`config.mk`:
```
export PLATFORM = sky130hd
export DESIGN_NAME = mc_controller
export DESIGN_NICKNAME = d
export VERILOG_FILES = /design/src/rtl/mc_controller.sv
export SDC_FILE = /design/constraint.sdc
export NUM_CORES = 1
export LEC_CHECK = 0
export ABC_AREA = 1
export ABC_CLOCK_PERIOD_IN_PS = 7600
export CORE_ASPECT_RATIO = 0.9
export CORE_UTILIZATION = 45
export DETAILED_ROUTE_END_ITERATION = 7
export GPL_ROUTABILITY_DRIVEN = 0
export GPL_TIMING_DRIVEN = 0
export PLACE_DENSITY = 0.83
export SYNTH_ARGS = -nofsm -noshare
export SYNTH_HDL_FRONTEND = slang
export SYNTH_SLANG_ARGS = --single-unit
export TNS_END_PERCENT = 5
```
`constraint.sdc`:
```
create_clock -name clk -period 7.6 [get_ports clk]
set_input_delay 2.28 -clock clk [delete_from_list [all_inputs] [get_ports clk]]
set_output_delay 2.28 -clock clk [all_outputs]
set_load 0.05 [all_outputs]
```
`src/rtl/mc_controller.sv`:
```
// mc_controller: multi-cycle FETCH/DECODE/EXEC/MEM/WB control unit.
// Ports: clk, reset (sync, active-low), opcode/funct/ALUzero/dm_ready in;
// datapath mux selects, DM/GRF/PC/IR strobes, illegal, state, instr_count out.
module mc_controller #(
  parameter int CNT_W       = 32,
  parameter bit MEM_WAIT_EN = 1'b1
) (
  input  logic             clk,
  input  logic             reset,
  input  logic [5:0]       opcode,
  input  logic [5:0]       funct,
  input  logic             ALUzero,
  input  logic             dm_ready,
  output logic [1:0]       WACtrl,
  output logic [1:0]       WDCtrl,
  output logic [1:0]       ALUCtrl,
  output logic             ALUBCtrl,
  output logic             EXTCtrl,
  output logic [1:0]       JumpCtrl,
  output logic             DM_WE,
  output logic             DM_RE,
  output logic             GRFWE,
  output logic             PC_WE,
  output logic             IR_WE,
  output logic             illegal,
  output logic [2:0]       state,
  output logic [CNT_W-1:0] instr_count
);

  localparam logic [2:0] S_F = 3'd0;
  localparam logic [2:0] S_D = 3'd1;
  localparam logic [2:0] S_E = 3'd2;
  localparam logic [2:0] S_M = 3'd3;
  localparam logic [2:0] S_W = 3'd4;

  localparam logic [CNT_W-1:0] ONE = 1;

  typedef enum logic [3:0] {
    C_ADDU, C_SUBU, C_JR, C_ORI, C_LUI,
    C_LW, C_SW, C_BEQ, C_J, C_JAL, C_ILL
  } cls_t;

  function automatic cls_t f_dec(
    input logic [5:0] op,
    input logic [5:0] fn
  );
    cls_t c;
    c = C_ILL;
    case (op)
      6'h00: begin
        case (fn)
          6'h21:   c = C_ADDU;
          6'h23:   c = C_SUBU;
          6'h08:   c = C_JR;
          default: c = C_ILL;
        endcase
      end
      6'h0d:   c = C_ORI;
      6'h0f:   c = C_LUI;
      6'h23:   c = C_LW;
      6'h2b:   c = C_SW;
      6'h04:   c = C_BEQ;
      6'h02:   c = C_J;
      6'h03:   c = C_JAL;
      default: c = C_ILL;
    endcase
    return c;
  endfunction

  logic [2:0]       r_state;
  logic [2:0]       w_nstate;
  logic [5:0]       r_op;
  logic [5:0]       r_fn;
  logic [CNT_W-1:0] r_cnt;
  cls_t             w_live;
  cls_t             w_lat;
  logic             w_rdy;
  logic             w_late;

  // DECODE sees the IR directly; later states use the copy
  // latched at the end of DECODE.
  assign w_live = f_dec(opcode, funct);
  assign w_lat  = f_dec(r_op, r_fn);
  assign w_rdy  = MEM_WAIT_EN ? dm_ready : 1'b1;
  assign w_late = (r_state == S_E) || (r_state == S_M) ||
                  (r_state == S_W);

  always_ff @(posedge clk) begin
    if (!reset) begin
      r_state <= S_F;
      r_cnt   <= '0;
    end else begin
      r_state <= w_nstate;
      if (PC_WE) r_cnt <= r_cnt + ONE;
    end
  end

  always_ff @(posedge clk) begin
    if (!reset) begin
      r_op <= '0;
      r_fn <= '0;
    end else if (r_state == S_D) begin
      r_op <= opcode;
      r_fn <= funct;
    end
  end

  always_comb begin
    w_nstate = S_F;
    case (r_state)
      S_F: w_nstate = S_D;
      S_D: begin
        case (w_live)
          C_J, C_JAL, C_JR, C_ILL: w_nstate = S_F;
          default:                 w_nstate = S_E;
        endcase
      end
      S_E: begin
        case (w_lat)
          C_LW, C_SW: w_nstate = S_M;
          C_BEQ:      w_nstate = S_F;
          default:    w_nstate = S_W;
        endcase
      end
      S_M: begin
        if (!w_rdy)             w_nstate = S_M;
        else if (w_lat == C_LW) w_nstate = S_W;
        else                    w_nstate = S_F;
      end
      S_W:     w_nstate = S_F;
      default: w_nstate = S_F;
    endcase
  end

  always_comb begin
    WACtrl   = 2'b00;
    WDCtrl   = 2'b00;
    ALUCtrl  = 2'b00;
    ALUBCtrl = 1'b0;
    EXTCtrl  = 1'b0;
    JumpCtrl = 2'b00;
    DM_WE    = 1'b0;
    DM_RE    = 1'b0;
    GRFWE    = 1'b0;
    PC_WE    = 1'b0;
    IR_WE    = 1'b0;
    illegal  = 1'b0;
    if (reset) begin
      // Selects stay put from EXEC to WB so the datapath is stable.
      if (w_late) begin
        case (w_lat)
          C_ADDU: WACtrl = 2'b01;
          C_SUBU: begin
            WACtrl  = 2'b01;
            ALUCtrl = 2'b01;
          end
          C_ORI: begin
            ALUBCtrl = 1'b1;
            ALUCtrl  = 2'b10;
          end
          C_LUI: begin
            ALUBCtrl = 1'b1;
            ALUCtrl  = 2'b11;
          end
          C_LW: begin
            ALUBCtrl = 1'b1;
            EXTCtrl  = 1'b1;
            WDCtrl   = 2'b01;
          end
          C_SW: begin
            ALUBCtrl = 1'b1;
            EXTCtrl  = 1'b1;
          end
          C_BEQ: begin
            ALUCtrl = 2'b01;
            EXTCtrl = 1'b1;
          end
          default: ;
        endcase
      end
      case (r_state)
        S_F: IR_WE = 1'b1;
        S_D: begin
          case (w_live)
            C_J: begin
              PC_WE    = 1'b1;
              JumpCtrl = 2'b10;
            end
            C_JAL: begin
              GRFWE    = 1'b1;
              WACtrl   = 2'b10;
              WDCtrl   = 2'b10;
              PC_WE    = 1'b1;
              JumpCtrl = 2'b10;
            end
            C_JR: begin
              PC_WE    = 1'b1;
              JumpCtrl = 2'b11;
            end
            C_ILL: begin
              illegal = 1'b1;
              PC_WE   = 1'b1;
            end
            default: ;
          endcase
        end
        S_E: begin
          if (w_lat == C_BEQ) begin
            PC_WE    = 1'b1;
            JumpCtrl = ALUzero ? 2'b01 : 2'b00;
          end
        end
        S_M: begin
          if (w_lat == C_LW) begin
            DM_RE = 1'b1;
          end else if (w_lat == C_SW) begin
            DM_WE = 1'b1;
            PC_WE = w_rdy;
          end
        end
        S_W: begin
          GRFWE = 1'b1;
          PC_WE = 1'b1;
        end
        default: ;
      endcase
    end
  end

  assign state       = r_state;
  assign instr_count = r_cnt;

endmodule

```
Word level (Yosys, flattened, before mapping). Cells that the tools add are included.

Add/subtract/negate cells: 1. Equality and inequality tests: 34. Multiplexer cells: 54. Reductions and logical operators: 13.

Operators by type and width (number): case mux 4 bit (8 select lines) (2); equality test 6 bit (second input constant) (8); equality test 6 x 4 -> 1 bit (second input constant) (6); adder 32 x 1 -> 32 bit (second input constant) (1); 2-to-1 mux 1 bit (31); equality test 6 x 2 -> 1 bit (second input constant) (4); case mux 4 bit (3 select lines) (2); 2-to-1 mux 2 bit (10); equality test 4 x 3 -> 1 bit (second input constant) (4); equality test 4 bit (second input constant) (3); equality test 6 x 3 -> 1 bit (second input constant) (2); zero test 6 bit (2); case mux 3 bit (4 select lines) (1); equality test 4 x 2 -> 1 bit (second input constant) (2); case mux 2 bit (2 select lines) (2); OR reduction 2 bit (4); OR reduction 4 bit (2); equality test 3 x 2 -> 1 bit (second input constant) (2); 2-to-1 mux 3 bit (2); case mux 2 bit (3 select lines) (1); case mux 3 bit (2 select lines) (1); equality test 4 x 1 -> 1 bit (second input constant) (1); zero test 4 bit (1); case mux 1 bit (4 select lines) (1); other kinds (6) (7).

Register bits after elaboration: 47. Input port bits: 16. Output and inout port bits: 51.

Depth between registers and ports, before layout. Gate-level depths: netlist (run 1).

Depth after elaboration: 10. Depth in mapped cells: 16. Gate-level depth less buffers: 15.

Worst setup path after synthesis (run 1). Ideal clock, no wire load.

Path type: input port to output port. From: input port opcode[2]. To: output port GRFWE. Data arrival time: 4566 ps. Required time: 5320 ps. Path slack: 754 ps. Cell stages on the path: 8. Path through: nor2_2 > nand3_2 > nand2_1 > nand2_1 > nand3_1 > nand2_1 > nor3_1 > o21bai_1.

Cells in the longest elaborated chain, start to end: 6.

RTL lines: from (decl) (line 10) `input logic [5:0] opcode,`; equality test 6 x 2 -> 1 bit (tied with other cells) (line 49) `case (op)`; case mux 4 bit (8 select lines) (*) (line 49); equality test 4 bit (*) (line 184) `case (w_live)`; 2-to-1 mux 1 bit (*) (line 184); case mux 1 bit (2 select lines) (*) (line 181) `case (r_state)`; 2-to-1 mux 1 bit (*) (line 148) `if (reset) begin`; to (decl) (line 22) `output logic GRFWE,`.

Mark *: on every way between the ends. The rest lies on a longest branch, timed or not.

Final worst setup path (run 1).
From: input port opcode[2]. To: output port PC_WE.

Cells in the longest elaborated chain, start to end: 7.

RTL lines: equality test 6 x 2 -> 1 bit (tied with other cells) (line 49); case mux 4 bit (8 select lines) (*) (line 49); equality test 4 bit or equality test 4 x 2 -> 1 bit (tied branches) (line 184); OR reduction 4 bit (no line) (*); 2-to-1 mux 1 bit (*) (line 184); case mux 1 bit (4 select lines) (*) (line 181); 2-to-1 mux 1 bit (*) (line 148); to (decl) (line 23) `output logic PC_WE,`.

Marked as above.

==> results of run 1 <==
[worst min-delay path by stage]
| stage | startpoint | end | slack, ns | cells after the start |
|---|---|---|---|---|
| final | r_fn[5]$_SDFFE_PN0P_ | r_fn[5]$_SDFFE_PN0P_ | 0.46 | 2 |
| after global routing | r_fn[5]$_SDFFE_PN0P_ | r_fn[5]$_SDFFE_PN0P_ | 0.48 | 2 |
| after detailed placement | r_fn[5]$_SDFFE_PN0P_ | r_fn[5]$_SDFFE_PN0P_ | 0.44 | 2 |
| after floorplan | r_fn[5]$_SDFFE_PN0P_ | r_fn[5]$_SDFFE_PN0P_ | 0.42 | 2 |
| after CTS | r_fn[5]$_SDFFE_PN0P_ | r_fn[5]$_SDFFE_PN0P_ | 0.46 | 2 |
| after global placement | r_fn[5]$_SDFFE_PN0P_ | r_fn[5]$_SDFFE_PN0P_ | 0.44 | 2 |
[synth_stat cells]
cell type / number
a211oi_1: 1
a21boi_2: 1
a21o_1: 1
a21oi_1: 36
a21oi_2: 1
a22oi_1: 1
a31oi_1: 1
a41oi_1: 1
buf_1: 4
buf_2: 1
buf_4: 4
buf_6: 1
clkbuf_1: 3
clkinv_1: 1
dfxtp_1: 47
ha_1: 1
inv_1: 66
nand2_1: 85
nand2_2: 3
nand2_4: 1
nand3_1: 50
nand3_2: 3
nand3b_1: 3
nand4_1: 8
nor2_1: 86
nor2_2: 2
nor2_4: 2
nor3_1: 14
nor3_2: 3
nor4_1: 3
o2111ai_1: 1
o21ai_0: 16
o21bai_1: 1
o22ai_1: 1
xnor2_1: 1
xor2_1: 1
[registers in the layout (all words and copies together), names as in the netlist]
register,cells
instr_count,32
r_fn,6
r_op,6
state,3
[metal layers]
| metal | part of all wire, % | vias up | track usage [%] |
|---|---|---|---|
| li1 | - | 1612 | - |
| met1 | 48 | 1463 | 30.2 |
| met2 | 46 | 97 | 38.5 |
| met3 | 5.0 | 4 | 3.34 |
| met4 | 0.63 | 0 | 4.00 |
| met5 | 0 | - | 0 |
[per-stage QoR]
stage	hold slack [ns]	setup WS, ns
2_1_floorplan	0.424	0.754
3_3_place_gp	0.437	0.291
3_5_place_dp	0.444	0.264
4_1_cts	0.456	0.253
5_1_grt	0.476	0.0667
6_report	0.458	0.221
[power by group through the flow]
stage	sequential, W	clock (W)	combinational (W)
3_5_place_dp	0.000267	0	0.0000921
6_report	0.000262	0.000163	0.0000933
3_3_place_gp	0.000267	0	0.0000908
4_1_cts	0.000262	0.000165	0.0000925
2_1_floorplan	0.000273	0	0.0000552
5_1_grt	0.000263	0.000175	0.000102
[area by class of cell]
cell class                      count  area, um2
Buffer                             13       72.6
Clock buffer                        6       82.6
Inverter                           67        251
Timing Repair Buffer               65        651
Fill cell                         553       2200
Clock inverter                      2       16.3
Multi-Input combinational cell    328       1550
Tap cell                           70       87.6
Sequential cell                    47        941
[cells by family after synthesis]
| group | synth area share (%) |
|---|---|
| compound gates | 12.1 |
| xor+xnor | 0.623 |
| fa+ha+maj | 0.445 |
| buf+inv | 11.5 |
| simple gates | 41.9 |
| flops | 33.4 |
[layout by cell type (no fill, tap or decap)]
master and n:
nor2_1 86, nand2_1 85, inv_1 66, clkdlybuf4s50_1 65, nand3_1 50, dfxtp_1 47, a21oi_1 36, o21ai_0 16
nor3_1 14, nand4_1 8, clkbuf_8 6, buf_4 4, buf_1 4, nand3_2 3, nand2_2 3, nor3_2 3
clkbuf_1 3, nor4_1 3, nand3b_1 3, nor2_2 2, nor2_4 2, a21oi_2 1, a21boi_2 1, nand2_4 1
buf_6 1, clkinv_1 1, a41oi_1 1, a31oi_1 1, o2111ai_1 1, o21bai_1 1, a211oi_1 1, a21o_1 1
buf_2 1, xor2_1 1, xnor2_1 1, a22oi_1 1, o22ai_1 1, ha_1 1, clkinvlp_4 1, clkinv_4 1
[critical path: cells and delay by family]
kind,cells,cell delay (ns)
simple gates,9,1.12
buf+inv,4,1.53
compound gates,1,0.15
==> flow_metrics.tcl, run 1 <==
set metrics [dict create \
    outcome "finished, final reports clean" \
    crit_start "opcode[2]" \
    cts_tree "yes" \
    ios 67 \
    path_max_fanout 10 \
    finalClockSkew_ns 0.00587 \
    path_class "primary input to primary output" \
    start_util_pct 48.1 \
    synthTopCellsByArea "dfxtp_1, nor2_1, nand2_1" \
    netlist.area_leader.share_pct 33.4 \
    required_ns 5.32 \
    cts-resized-gates 0 \
    die-width_um 85.4 \
    fin_tns_setup_ns 0 \
    drive_above_1_share_pct 5.68 \
    antenna_found_initial 0 \
    dp.cells 590 \
    p_comb_share_pct 18.0 \
    postRouteAntennaNets 0 \
    netSwitchingFraction_pct 30.4 \
    cts-root-buf "clkbuf_8" \
    tightestPinTransition_ns 0.608 \
    syn_area_per_cell_um2 6.18 \
    wl_um 7250 \
    coreArea_um2 5860 \
    timing.final.crit_share_pct 97.1 \
    nets 544 \
    grt-ovfl-total 0 \
    slew_viol_final 0 \
    clk_pin_slew_worst_paths_ns 0.09 \
    crit_slowest_cell "clkdlybuf4s50_1" \
    clk_latency_ns 0.30 \
    cts_sinks 47 \
    synth_cell_type_count 36 \
    synth_cells 455 \
    grt_max_degree 16 \
    peakVddDrop_uv 117 \
    dp_hpwl_um 5470 \
    cts_hold_buf 0 \
    cp-endpoint "PC_WE" \
    post_drt_wl_per_cell_um 12.1 \
    r2r_end "instr_count[28]$_SDFFE_PN0P_" \
    via_per_inst 5.31 \
    cp_cell_sequence "clkdlybuf4s50_1, nor2_2, nand3_1, nor2_1, nor2_1, a21oi_2, nand2_2, nand3_2, nand2_2, nand2_4, buf_6, nand2_1, inv_1, clkdlybuf4s50_1" \
    row_count 26 \
    max_freq_mhz 136 \
    period_minus_slack_ns 7.38 \
    synth_nets 472 \
    firstDrtPassIters 5 \
    die_area_um2 6570 \
    yosys_register_bits 47 \
    reg2reg_depth 14 \
    grt_pass1_vias 2779 \
    setup_viol 0 \
    static-leakage-power_nw 1.54 \
    ys_seq_area_share_pct 33.4 \
    design_area_um2 3650 \
    p_int_w 0.000361 \
    post-route-util_pct 62.4 \
    cpPeakStageDelay_ns 0.80 \
    power_switching_w 0.000157 \
    synth_top_area_cell "dfxtp_1" \
    grt_setup_unrepaired "no" \
    areaGrowthSynthToFinish_pct 29.7 \
    die_y_um 77.0 \
    rrSetupSlack_ns 5.42 \
    n_antenna_cell 0 \
    drcViolationCount 0 \
    worstSetupEndpointType "primary output" \
    holdCritPathClass "flop to flop" \
    num_vias 3176 \
    drv_cap 0 \
    crit_arrival_ns 5.10 \
    clock_path_buffers 2 \
    grt_use_total_pct 22.5 \
    cts_buffers 5 \
    grt_pass1_wl_um 12200 \
    power_density_nw_per_um2 142 \
    power_w 0.000518 \
    instances_no_fill 598 \
    ys_warn_count 0 \
    placed_cell_area_um2 3550 \
    portBuffers 65 \
    clkPwrFrac_pct 31.5 \
    start_kind "primary input" \
    hold_viol 0 \
    cts_setup_buffers 0 \
    synthesis.area_um2 2810 \
    pwr-share-seq_pct 50.5 \
    drt_iter0_markers 166 \
    r2r_start "instr_count[0]$_SDFFE_PN0P_" \
    htreeDepth 2 \
    slew_headroom_pct 59.2 \
]
No activity file was read; power rests on OpenSTA's default activity.
==> inputs of run 2 (changes only) <==
--- a/config.mk
+++ b/config.mk
@@ -9,6 +9,7 @@
 export ABC_CLOCK_PERIOD_IN_PS = 7600
 export CORE_ASPECT_RATIO = 0.9
 export CORE_UTILIZATION = 45
+export CTS_CLUSTER_DIAMETER = 120
 export DETAILED_ROUTE_END_ITERATION = 7
 export GPL_ROUTABILITY_DRIVEN = 0
 export GPL_TIMING_DRIVEN = 0
==> results of run 2 <==
No change in the layout: final DEF, timing and power equal those of run 1.
